[config.mk]
export PLATFORM = sky130hd
export DESIGN_NAME = bht_trace_runner_flat
export DESIGN_NICKNAME = d
export VERILOG_FILES = /design/src/rtl/bht_trace_runner_if.sv /design/src/rtl/bht_trace_runner.sv /design/src/flat_wrapper.sv
export SDC_FILE = /design/constraint.sdc
export NUM_CORES = 1
export LEC_CHECK = 0
export CORE_MARGIN = 2
export CORE_UTILIZATION = 25
export CTS_BUF_LIST = sky130_fd_sc_hd__clkbuf_16
export CTS_CLUSTER_SIZE = 16
export DETAILED_ROUTE_END_ITERATION = 10
export DONT_BUFFER_PORTS = 1
export GPL_TIMING_DRIVEN = 0
export PLACE_DENSITY = 0.4
export SLEW_MARGIN = 20
export SYNTH_ARGS = -nofsm -noshare
export SYNTH_HDL_FRONTEND = slang
export SYNTH_SLANG_ARGS = --single-unit
[constraint.sdc]
create_clock -name clk -period 3.05 [get_ports clk]
set_clock_uncertainty 0.15 [all_clocks]
set_input_delay 0.7625 -clock clk [delete_from_list [all_inputs] [get_ports clk]]
set_output_delay 0.7625 -clock clk [all_outputs]
set_load 0.02 [all_outputs]
[src/rtl/bht_trace_runner_if.sv]
// Trace-memory read channel and BHT lookup/update channel of the trace runner.
interface bht_trace_runner_if #(
  parameter int unsigned PC_W   = 9,
  parameter int unsigned ADDR_W = 10
);
  logic              mem_req;
  logic [ADDR_W-1:0] mem_addr;
  logic              mem_ack;
  logic [PC_W-1:0]   mem_pc;
  logic              mem_taken;
  logic [PC_W-1:0]   bht_pc;
  logic              bht_taken;
  logic              bht_en;
  logic              bht_prediction;

  // Runner side: issues reads, drives the BHT.
  modport master (
    output mem_req, mem_addr, bht_pc, bht_taken, bht_en,
    input  mem_ack, mem_pc, mem_taken, bht_prediction
  );

  // Memory / BHT side.
  modport slave (
    input  mem_req, mem_addr, bht_pc, bht_taken, bht_en,
    output mem_ack, mem_pc, mem_taken, bht_prediction
  );
endinterface

[src/rtl/bht_trace_runner.sv]
// Replays a (PC, taken) branch trace from memory into a BHT, one record per FETCH/APPLY pair,
// and scores the BHT prediction against the recorded outcome with saturating counters.
module bht_trace_runner #(
  parameter int unsigned PC_W   = 9,
  parameter int unsigned ADDR_W = 10,
  parameter int unsigned CNT_W  = 32
) (
  input  logic                clk,
  input  logic                reset,
  input  logic                start,
  input  logic [ADDR_W:0]     num_records,
  bht_trace_runner_if.master  bus,
  output logic                busy,
  output logic                done,
  output logic [CNT_W-1:0]    total_cnt,
  output logic [CNT_W-1:0]    correct_cnt
);

  typedef enum logic [1:0] {StIdle, StFetch, StApply, StDone} state_e;

  state_e            state_q, state_d;
  logic [ADDR_W-1:0] idx_q, idx_d;
  logic [ADDR_W-1:0] last_q, last_d;
  logic [PC_W-1:0]   pc_q, pc_d;
  logic              taken_q, taken_d;
  logic [CNT_W-1:0]  total_q, total_d;
  logic [CNT_W-1:0]  correct_q, correct_d;
  logic [ADDR_W-1:0] last_start;

  // Index of the final record; any count with the top bit set is clamped to the full memory.
  always_comb begin
    last_start = '1;
    if (!num_records[ADDR_W]) begin
      last_start = num_records[ADDR_W-1:0] - ADDR_W'(1);
    end
  end

  // Next-state logic: run sequencing, record latch and scoring.
  always_comb begin
    state_d   = state_q;
    idx_d     = idx_q;
    last_d    = last_q;
    pc_d      = pc_q;
    taken_d   = taken_q;
    total_d   = total_q;
    correct_d = correct_q;
    unique case (state_q)
      StIdle, StDone: begin
        if (start) begin
          total_d   = '0;
          correct_d = '0;
          idx_d     = '0;
          last_d    = last_start;
          state_d   = (num_records == '0) ? StDone : StFetch;
        end
      end
      StFetch: begin
        if (bus.mem_ack) begin
          pc_d    = bus.mem_pc;
          taken_d = bus.mem_taken;
          state_d = StApply;
        end
      end
      StApply: begin
        // Prediction is sampled here, before the edge on which the BHT commits the update.
        if (total_q != '1) begin
          total_d = total_q + CNT_W'(1);
        end
        if ((bus.bht_prediction == taken_q) && (correct_q != '1)) begin
          correct_d = correct_q + CNT_W'(1);
        end
        if (idx_q == last_q) begin
          state_d = StDone;
        end else begin
          idx_d   = idx_q + ADDR_W'(1);
          state_d = StFetch;
        end
      end
      default: state_d = StIdle;
    endcase
  end

  // State register with synchronous reset; a reset mid-run drops any outstanding read.
  always_ff @(posedge clk) begin
    if (reset) begin
      state_q   <= StIdle;
      idx_q     <= '0;
      last_q    <= '0;
      pc_q      <= '0;
      taken_q   <= 1'b0;
      total_q   <= '0;
      correct_q <= '0;
    end else begin
      state_q   <= state_d;
      idx_q     <= idx_d;
      last_q    <= last_d;
      pc_q      <= pc_d;
      taken_q   <= taken_d;
      total_q   <= total_d;
      correct_q <= correct_d;
    end
  end

  assign bus.mem_req   = (state_q == StFetch);
  assign bus.mem_addr  = idx_q;
  assign bus.bht_en    = (state_q == StApply);
  assign bus.bht_pc    = pc_q;
  assign bus.bht_taken = taken_q;
  assign busy          = (state_q == StFetch) || (state_q == StApply);
  assign done          = (state_q == StDone);
  assign total_cnt     = total_q;
  assign correct_cnt   = correct_q;

endmodule

[src/flat_wrapper.sv]
// flat-port wrapper written by rule: the top's interface ports become plain ports
module bht_trace_runner_flat 
#(
  parameter int unsigned PC_W   = 9,
  parameter int unsigned ADDR_W = 10,
  parameter int unsigned CNT_W  = 32
)
  (clk, reset, start, num_records, busy, done, total_cnt, correct_cnt, bus_mem_req, bus_mem_addr, bus_bht_pc, bus_bht_taken, bus_bht_en, bus_mem_ack, bus_mem_pc, bus_mem_taken, bus_bht_prediction);
  bht_trace_runner_if #(.PC_W(PC_W), .ADDR_W(ADDR_W)) bus_i ();
  input  logic clk;
  input  logic reset;
  input  logic start;
  input  logic [ADDR_W:0] num_records;
  output logic busy;
  output logic done;
  output logic [CNT_W-1:0] total_cnt;
  output logic [CNT_W-1:0] correct_cnt;
  output wire logic [$bits(bus_i.mem_req)-1:0] bus_mem_req;
  output wire logic [$bits(bus_i.mem_addr)-1:0] bus_mem_addr;
  output wire logic [$bits(bus_i.bht_pc)-1:0] bus_bht_pc;
  output wire logic [$bits(bus_i.bht_taken)-1:0] bus_bht_taken;
  output wire logic [$bits(bus_i.bht_en)-1:0] bus_bht_en;
  input wire logic [$bits(bus_i.mem_ack)-1:0] bus_mem_ack;
  input wire logic [$bits(bus_i.mem_pc)-1:0] bus_mem_pc;
  input wire logic [$bits(bus_i.mem_taken)-1:0] bus_mem_taken;
  input wire logic [$bits(bus_i.bht_prediction)-1:0] bus_bht_prediction;
  assign bus_mem_req = bus_i.mem_req;
  assign bus_mem_addr = bus_i.mem_addr;
  assign bus_bht_pc = bus_i.bht_pc;
  assign bus_bht_taken = bus_i.bht_taken;
  assign bus_bht_en = bus_i.bht_en;
  assign bus_i.mem_ack = bus_mem_ack;
  assign bus_i.mem_pc = bus_mem_pc;
  assign bus_i.mem_taken = bus_mem_taken;
  assign bus_i.bht_prediction = bus_bht_prediction;
  bht_trace_runner #(.PC_W(PC_W), .ADDR_W(ADDR_W), .CNT_W(CNT_W)) u_core (.clk(clk), .reset(reset), .start(start), .num_records(num_records), .bus(bus_i), .busy(busy), .done(done), .total_cnt(total_cnt), .correct_cnt(correct_cnt));
endmodule
[After elaboration in Yosys (flattened, before gate mapping)]
Cells that the tools add are included.
Word-level totals
  input bits: 26
  flip-flop bits (word level): 96
  output and inout port bits: 88
  word-level logic and storage cells: 49
Operators by class
  reduce and logical (&&, ||, !) cells: 12
  add/sub/neg operators: 4
  equality and inequality tests: 12
  multiplexer cells: 14
Operator list (number)
  32-bit one-hot mux with 2 select lines: 2
  32-bit two-way mux: 3
  32-bit by 1-bit adder with 32-bit output (second input constant): 2
  32-bit inequality test (second input constant): 2
  10-bit two-way mux: 3
  10-bit one-hot mux with 2 select lines: 1
  11-bit logical NOT: 1
  10-bit by 1-bit adder with 10-bit output (second input constant): 1
  10-bit equality test: 1
  10-bit by 1-bit subtractor with 10-bit output (second input constant): 1
  3-bit AND reduction: 3
  2-bit two-way mux: 4
  2-bit by 1-bit inequality test with 1-bit output (second input constant): 3
  2-bit one-hot mux with 3 select lines: 1
  2-bit AND reduction: 3
  2-bit equality test (second input constant): 2
  2-bit inequality test (second input constant): 2
  2-bit by 1-bit equality test with 1-bit output (second input constant): 1
  2-bit logical NOT: 1
  2-bit nonzero test: 1
  2-bit OR reduction: 1
  1-bit equality test: 1
  1-bit logical AND: 1
  1-bit logical OR: 1

[Logic depth before layout (Yosys ltp)]
Gate-level depths: netlist of the first run.
  depth in word-level cells: 4
  mapped depth: 10
  depth with buffers taken out: 8

[Worst setup path before layout of the first run]
No wires, ideal clock.
  path kind: input to register
  from: in num_records[0]
  to: reg u_core.state_q[1]
  path buffers: 0
  slack: 691 ps
  library setup time: 70 ps
  data arrival time: 2139 ps
  stages: 8
  required time: 2830 ps
  path through: inv_1 ha_1 nor3b_1 nand2_1 or4_1 a21oi_1 nand2_1 a21oi_1
On the way
  cells in the longest elaborated chain, start to end: 4
Ends and longest elaborated chain
  start, declared: line flat_wrapper.sv:13  | input logic [ADDR_W:0] num_records;
  11-bit logical NOT: line bht_trace_runner.sv:54  | state_d = (num_records == '0) ? StDone : StFetch;
  2-bit two-way mux: line bht_trace_runner.sv:54
  2-bit two-way mux: line bht_trace_runner.sv:49  | if (start) begin
  2-bit one-hot mux with 3 select lines: line bht_trace_runner.sv:47  | unique case (state_q)
  end signal, assigned: line bht_trace_runner.sv:86  | state_q <= StIdle;
  end signal, assigned: line bht_trace_runner.sv:94  | state_q <= state_d;
  end, declared: line bht_trace_runner.sv:21  | state_e state_q, state_d;
Every way passes these cells. The select of a mux whose other input is x is not followed.
A chain may end at the register's enable or synchronous reset.

[Final worst setup path of the first run]
  from: reg u_core.state_q[0]
  to: reg u_core.total_q[9] (netlist: u_core.total_cnt[9])
On the way
  cells in the longest elaborated chain, start to end: 4
  elaborated cells on any way between the ends: 9
  classes of those cells: eq/ne (4); mux (1); reduce/logical (4)
Ends and longest elaborated chain
  2-bit equality test or 2-bit logical NOT (tied branches): line bht_trace_runner.sv:47
  2-bit OR reduction: line bht_trace_runner.sv:47
  2-bit inequality test (no source line) or 2-bit nonzero test (tied branches)
  3-bit AND reduction (no source line)
  end signal, assigned: line bht_trace_runner.sv:99  | total_q <= total_d;
  end, declared: line bht_trace_runner.sv:26  | logic [CNT_W-1:0] total_q, total_d;
Several ways; a longest one is shown, not always the timed one.

==> impl_metrics.tcl, run 1 <==
set metrics [dict create \
    ant_nets 0 \
    post_drt_via_cell_ratio 5.010 \
    place_hpwl_mm 11.94 \
    r2r-start "u_core.state_q[0]" \
    switching_share_pct 36.36 \
    synth-async-reset-ratio_pct 0 \
    worstSetupStartpointType "flip-flop" \
    portBuffers 0 \
    slew_headroom_pct 47.07 \
    clk_path_buf_depth 2 \
    p_int_mw 2.416 \
    htreeDepth 3 \
    hold_viol 0 \
    grt_usage_pct 14.67 \
    synth_area_um2 5120 \
    pwr_density_cell_nw_per_um2 655.7 \
    holdBufCountCts 0 \
    die_h_um 147.1 \
    p_seq_share_pct 38.4 \
    vias 4549 \
    cts_tree "done" \
    insertion_delay_ns 0.36 \
    routed_wirelength_mm 15.76 \
    clockPowerShare_pct 33.9 \
    ir_worst_vdd_mv 0.2849 \
    syn_inst 622 \
    yosysSeqAreaShare_pct 37.54 \
    final_area_um2 5791 \
    p_sw_mw 1.380 \
    worst_pin_slew_ns 0.7874 \
    ys_ff_latch 96 \
    hp-start "u_core.last_q[9]" \
    fin_tns_setup_ns 0 \
    dp_slack_ns 0.05602 \
    globalRoute.totalOverflow 0 \
    hold_slack_ns 0.3647 \
    antenna_found_initial 0 \
    areaGrowthSynthToFinish_pct 13.10 \
    synthFlopType "dfxtp_1" \
    place_congestion 0.7905 \
    synth_warnings 0 \
    setup_viol 0 \
    rsz0062_at_grt "no" \
    fin_crit_sh_pct 90.82 \
    grt_max_degree 18 \
    synth_edf_count 0 \
    crit_arrival_ns 2.86 \
    crit_required_ns 3.14 \
    min_delay_path_depth 2 \
    fmax_mhz 361.0 \
    crit_fanout 10 \
    final_cell_mix "96 x dfxtp_1, 77 x nand2_1, 73 x nor2_1" \
    drc 0 \
    clock_sinks 96 \
    regToRegSetupSlack_ns 0.28 \
    timing.final.max_slew_violations 0 \
    power_frac_comb_pct 27.7 \
    wl_per_cell_um 17.36 \
    grt_pass1_wl_mm 25.01 \
    cts-root-buf "clkbuf_16" \
    drive_gt1_share_pct 8.934 \
    syn_nets 656 \
    firstDrtPassIters 4 \
    drt_iter0_drc 225 \
    synth.distinct_cells 72 \
    final_util_pct 28.71 \
    diodes 0 \
    nets 667 \
    grt_pass1_vias 4316 \
    r2r_end "u_core.total_cnt[9]" \
    cts_made_buffers 9 \
    post_cts_buffers 0 \
    clkTransAtPathRegs_ns 0.07 \
    worstSetupPathType "reg2reg" \
    die_w_um 147.1 \
    rows 52 \
    rr_worst_depth 8 \
    hp-class "reg2reg" \
    maxCapViolCount 0 \
    post_dp_cell_area_um2 5458 \
    layout_commonest_cell "dfxtp_1" \
    finalCriticalPeriod_ns 2.770 \
    status "finished, final reports clean" \
    cts_resized 0 \
    core_um2 20170 \
    power_leakage_nw 1.924 \
    io_pins 114 \
    cp-end-kind "flip-flop" \
    start_util_pct 25.38 \
    setup_slack_ns 0.2801 \
    min_to "u_core.last_q[9]" \
    crit_start "u_core.state_q[0]" \
    syn_area_per_cell_um2 8.231 \
    die-area_um2 21640 \
]
## area by class of cell
cell class,instances,area (um^2)
flip-flops and latches,96,1922
inverters,13,48.80
multi-input cells,489,3037
clock buffers,9,225.2
fillers,2190,14380
clock inverters,7,102.6
well taps,270,337.8
plain buffers,24,117.6
## state kept, by name (all words and copies together) (netlist names)
register / flops
u_core.bus.bht_taken: 1
u_core.bus.mem_addr: 10
u_core.last_q: 10
u_core.total_cnt: 32
u_core.state_q: 2
u_core.correct_cnt: 32
u_core.bus.bht_pc: 9
## cell usage after synthesis (7+ instances only)
cell / n / area (um^2)
a21o_1: 7 / 52.55
a21oi_1: 39 / 195.2
a31oi_1: 11 / 68.82
and2_1: 13 / 81.33
and3_1: 15 / 93.84
and4_1: 7 / 61.31
clkbuf_1: 15 / 56.30
dfxtp_1: 96 / 1922
ha_1: 8 / 100.1
inv_1: 13 / 48.80
nand2_1: 77 / 289.0
nand3_1: 23 / 115.1
nand4_1: 21 / 131.4
nor2_1: 73 / 274.0
nor3_1: 16 / 80.08
o21ai_0: 27 / 135.1
o22ai_1: 9 / 56.30
or3_1: 13 / 81.33
xnor2_1: 16 / 140.1
xor2_1: 27 / 236.5
## through the flow
stage | total power [mW] | std cells
2_1_floorplan | 2.245 | 622
3_3_place_gp | 2.544 | 892
3_5_place_dp | 2.554 | 892
4_1_cts | 3.847 | 908
5_1_grt | 4.025 | 908
6_report | 3.797 | 908
## how the worst max path moves through the flow
stage / endpoint / slack (ns) / cells after the start
after detailed placement: u_core.total_cnt[30] / 0.06 / 8
final: u_core.total_cnt[9] / 0.28 / 8
after global placement: u_core.total_cnt[23] / 0.09 / 8
after CTS: u_core.total_cnt[30] / 0.04 / 8
after floorplan: u_core.state_q[1] / 0.69 / 8
after global routing: u_core.total_cnt[9] / 0.06 / 8
## cells by family (layout without fill, tap and decap cells)
| family | count (synthesis) | count (layout) | share of synthesized area [%] |
|---|---|---|---|
| AOI/OAI and AO/OA | 129 | 129 | 16.84 |
| xor gates and xnor gates | 43 | 43 | 7.356 |
| adders and majority gates | 8 | 8 | 1.955 |
| buffers and inverters | 37 | 53 | 3.201 |
| DFF | 96 | 96 | 37.54 |
| muxes | 5 | 5 | 1.148 |
| and+or+nand+nor | 304 | 304 | 31.97 |
## power groups by stage
stage | combinational [mW] | sequential, mW | clock [mW]
after floorplan | 0.781 | 1.46 | 0
after global placement | 1.06 | 1.48 | 0
after detailed placement | 1.07 | 1.49 | 0
after CTS | 1.07 | 1.46 | 1.32
after global routing | 1.18 | 1.47 | 1.37
final | 1.05 | 1.46 | 1.29
## routing by layer
| layer | wire (um) | share of wire, % | vias up | GRT usage [%] |
|---|---|---|---|---|
| met5 | 0 | 0 | - | 0 |
| met4 | 282 | 1.8 | 0 | 5.240 |
| met3 | 901 | 5.7 | 18 | 4.068 |
| met2 | 7265 | 46 | 97 | 23.50 |
| met1 | 7311 | 46 | 2160 | 18.96 |
| li1 | - | - | 2274 | - |
## critical path, stage by stage, from the launching register on
cell and delay, ns:
dfxtp_1 0.41, inv_1 0.07, ha_2 0.38, nand2_1 0.26, nor2_1 0.29, or2_2 0.17, clkbuf_1 0.43, clkbuf_1 0.39
nor2_1 0.10
Power figures use the tool's default switching activity.
==> run 2: changes to the inputs <==
--- a/config.mk
+++ b/config.mk
@@ -5,6 +5,8 @@
 export SDC_FILE = /design/constraint.sdc
 export NUM_CORES = 1
 export LEC_CHECK = 0
+export CELL_PAD_IN_SITES_DETAIL_PLACEMENT = 1
+export CELL_PAD_IN_SITES_GLOBAL_PLACEMENT = 2
 export CORE_MARGIN = 2
 export CORE_UTILIZATION = 25
 export CTS_BUF_LIST = sky130_fd_sc_hd__clkbuf_16
@@ -12,7 +14,8 @@
 export DETAILED_ROUTE_END_ITERATION = 10
 export DONT_BUFFER_PORTS = 1
 export GPL_TIMING_DRIVEN = 0
-export PLACE_DENSITY = 0.4
+export PLACE_DENSITY = 0.59
+export SETUP_SLACK_MARGIN = 0.4
 export SLEW_MARGIN = 20
 export SYNTH_ARGS = -nofsm -noshare
 export SYNTH_HDL_FRONTEND = slang
==> impl_metrics.tcl, run 2 (synthesis results as in run 1) <==
set metrics [dict create \
    wl_per_cell_um 19.08 \
    die_w_um 147.1 \
    place_inst 892 \
    hold_viol 0 \
    grt_pass1_vias 4810 \
    antenna_found_initial 0 \
    rows 52 \
    nets 675 \
    setup_viol 0 \
    die-area_um2 21640 \
    hp-start "u_core.last_q[0]" \
    status "finished, final reports clean" \
    portBuffers 0 \
    maxCapViolCount 0 \
    ant_nets 0 \
    cts_made_buffers 9 \
    fin_crit_sh_pct 80.31 \
    grt_max_degree 18 \
    clk_path_buf_depth 2 \
    post_drt_via_cell_ratio 5.211 \
    areaGrowthSynthToFinish_pct 15.84 \
    firstDrtPassIters 4 \
    finalPower_mw 3.911 \
    io_pins 114 \
    instances_no_fill 916 \
    holdBufCountCts 0 \
    setup_slack_ns 0.6007 \
    crit_required_ns 3.19 \
    final_cell_mix "79 x dfxtp_1, 77 x nand2_1, 72 x nor2_1" \
    core_um2 20170 \
    clock_sinks 96 \
    finalCriticalPeriod_ns 2.449 \
    ir_worst_vdd_mv 0.2696 \
    place_congestion 0.7534 \
    vias 4773 \
    insertion_delay_ns 0.36 \
    register_area_um2 1943 \
    hp-class "reg2reg" \
    grt_pass1_wl_mm 27.54 \
    routed_wirelength_mm 17.48 \
    fmax_mhz 408.3 \
    crit_arrival_ns 2.59 \
    htreeDepth 3 \
    place_hpwl_mm 13.07 \
    dp_slack_ns 0.02069 \
    die_h_um 147.1 \
    rr_worst_depth 6 \
    cts-root-buf "clkbuf_16" \
    pwr_density_cell_nw_per_um2 659.4 \
    timing.final.max_slew_violations 0 \
    rsz0062_at_grt "no" \
    cp-end-kind "flip-flop" \
    fillers 2428 \
    layout_commonest_cell "dfxtp_1" \
    crit_start "u_core.correct_cnt[2]" \
    slew_headroom_pct 42.05 \
    min_delay_path_depth 2 \
    worstSetupPathType "reg2reg" \
    hold_slack_ns 0.3682 \
    start_util_pct 25.38 \
    clkTransAtPathRegs_ns 0.07 \
    power_leakage_nw 1.999 \
    worstSetupStartpointType "flip-flop" \
    globalRoute.totalOverflow 0 \
    drc 0 \
    multi_input_area_um2 3098 \
    crit_fanout 7 \
    fin_tns_setup_ns 0 \
    drt_iter0_drc 177 \
    cts_tree "done" \
    drive_gt1_share_pct 13.47 \
    r2r-start "u_core.correct_cnt[2]" \
    worst_pin_slew_ns 0.8621 \
    diodes 0 \
    grt_usage_pct 16.08 \
]
run 2: cell count changes in the layout (fill, tap and decap cells not counted), moves of 2 or more:
cell / delta
dfxtp_2: +17
dfxtp_1: -17
buf_4: +8
clkbuf_1: -2
run 2: cell type report:
type | instances | share of cell area, %
plain buffers | 24 | 2.068
clock buffers | 9 | 3.797
clock inverters | 7 | 1.730
inverters | 13 | 0.8228
multi-input cells | 490 | 52.24
flip-flops and latches | 96 | 32.76
well taps | 270 | 5.696
repair buffers | 7 | 0.8861
run 2: through the flow:
step           area [um^2]  util [%]
2_1_floorplan         5120         -
3_3_place_gp          5458     27.06
3_5_place_dp          5458     27.06
4_1_cts               5826     28.88
5_1_grt               5931     29.40
6_report              5931     29.40
run 2: repair_timing:
item | 4_1_cts | 5_1_grt
resized for setup | 9 | 22
pin swaps | 2 | 3
buffers inserted | 2 | 5
setup endpoints to repair | 60 | 62
cloned | 0 | 1
run 2: routing by layer:
layer / GRT usage (%) / part of all wire, % / vias up
met5: 0 / 0 / -
met3: 3.509 / 4.5 / 20
met1: 20.53 / 46 / 2377
met2: 26.50 / 47 / 82
li1: - / - / 2294
met4: 6.298 / 2.2 / 0
run 2: power breakdown:
| part | total, mW | switching [mW] | internal [mW] |
|---|---|---|---|
| Sequential | 1.47 | 0.121 | 1.34 |
| Clock | 1.29 | 0.562 | 0.729 |
| Combinational | 1.15 | 0.760 | 0.395 |
| Total | 3.91 | 1.44 | 2.47 |
run 2: worst paths after layout:
| check | to | slack (ns) |
|---|---|---|
| max reg2reg | u_core.correct_cnt[31] | 0.60 |
| max | u_core.correct_cnt[31] | 0.60 |
| min reg2reg | u_core.last_q[0] | 0.37 |
| min | u_core.last_q[0] | 0.37 |
run 2: critical path: stages, from the launching register on:
cell and delay, ns:
dfxtp_1 0.56, and4_1 0.34, nand2_2 0.13, or4_4 0.60, nor3_2 0.28, a41oi_1 0.16
a31oi_1 0.16
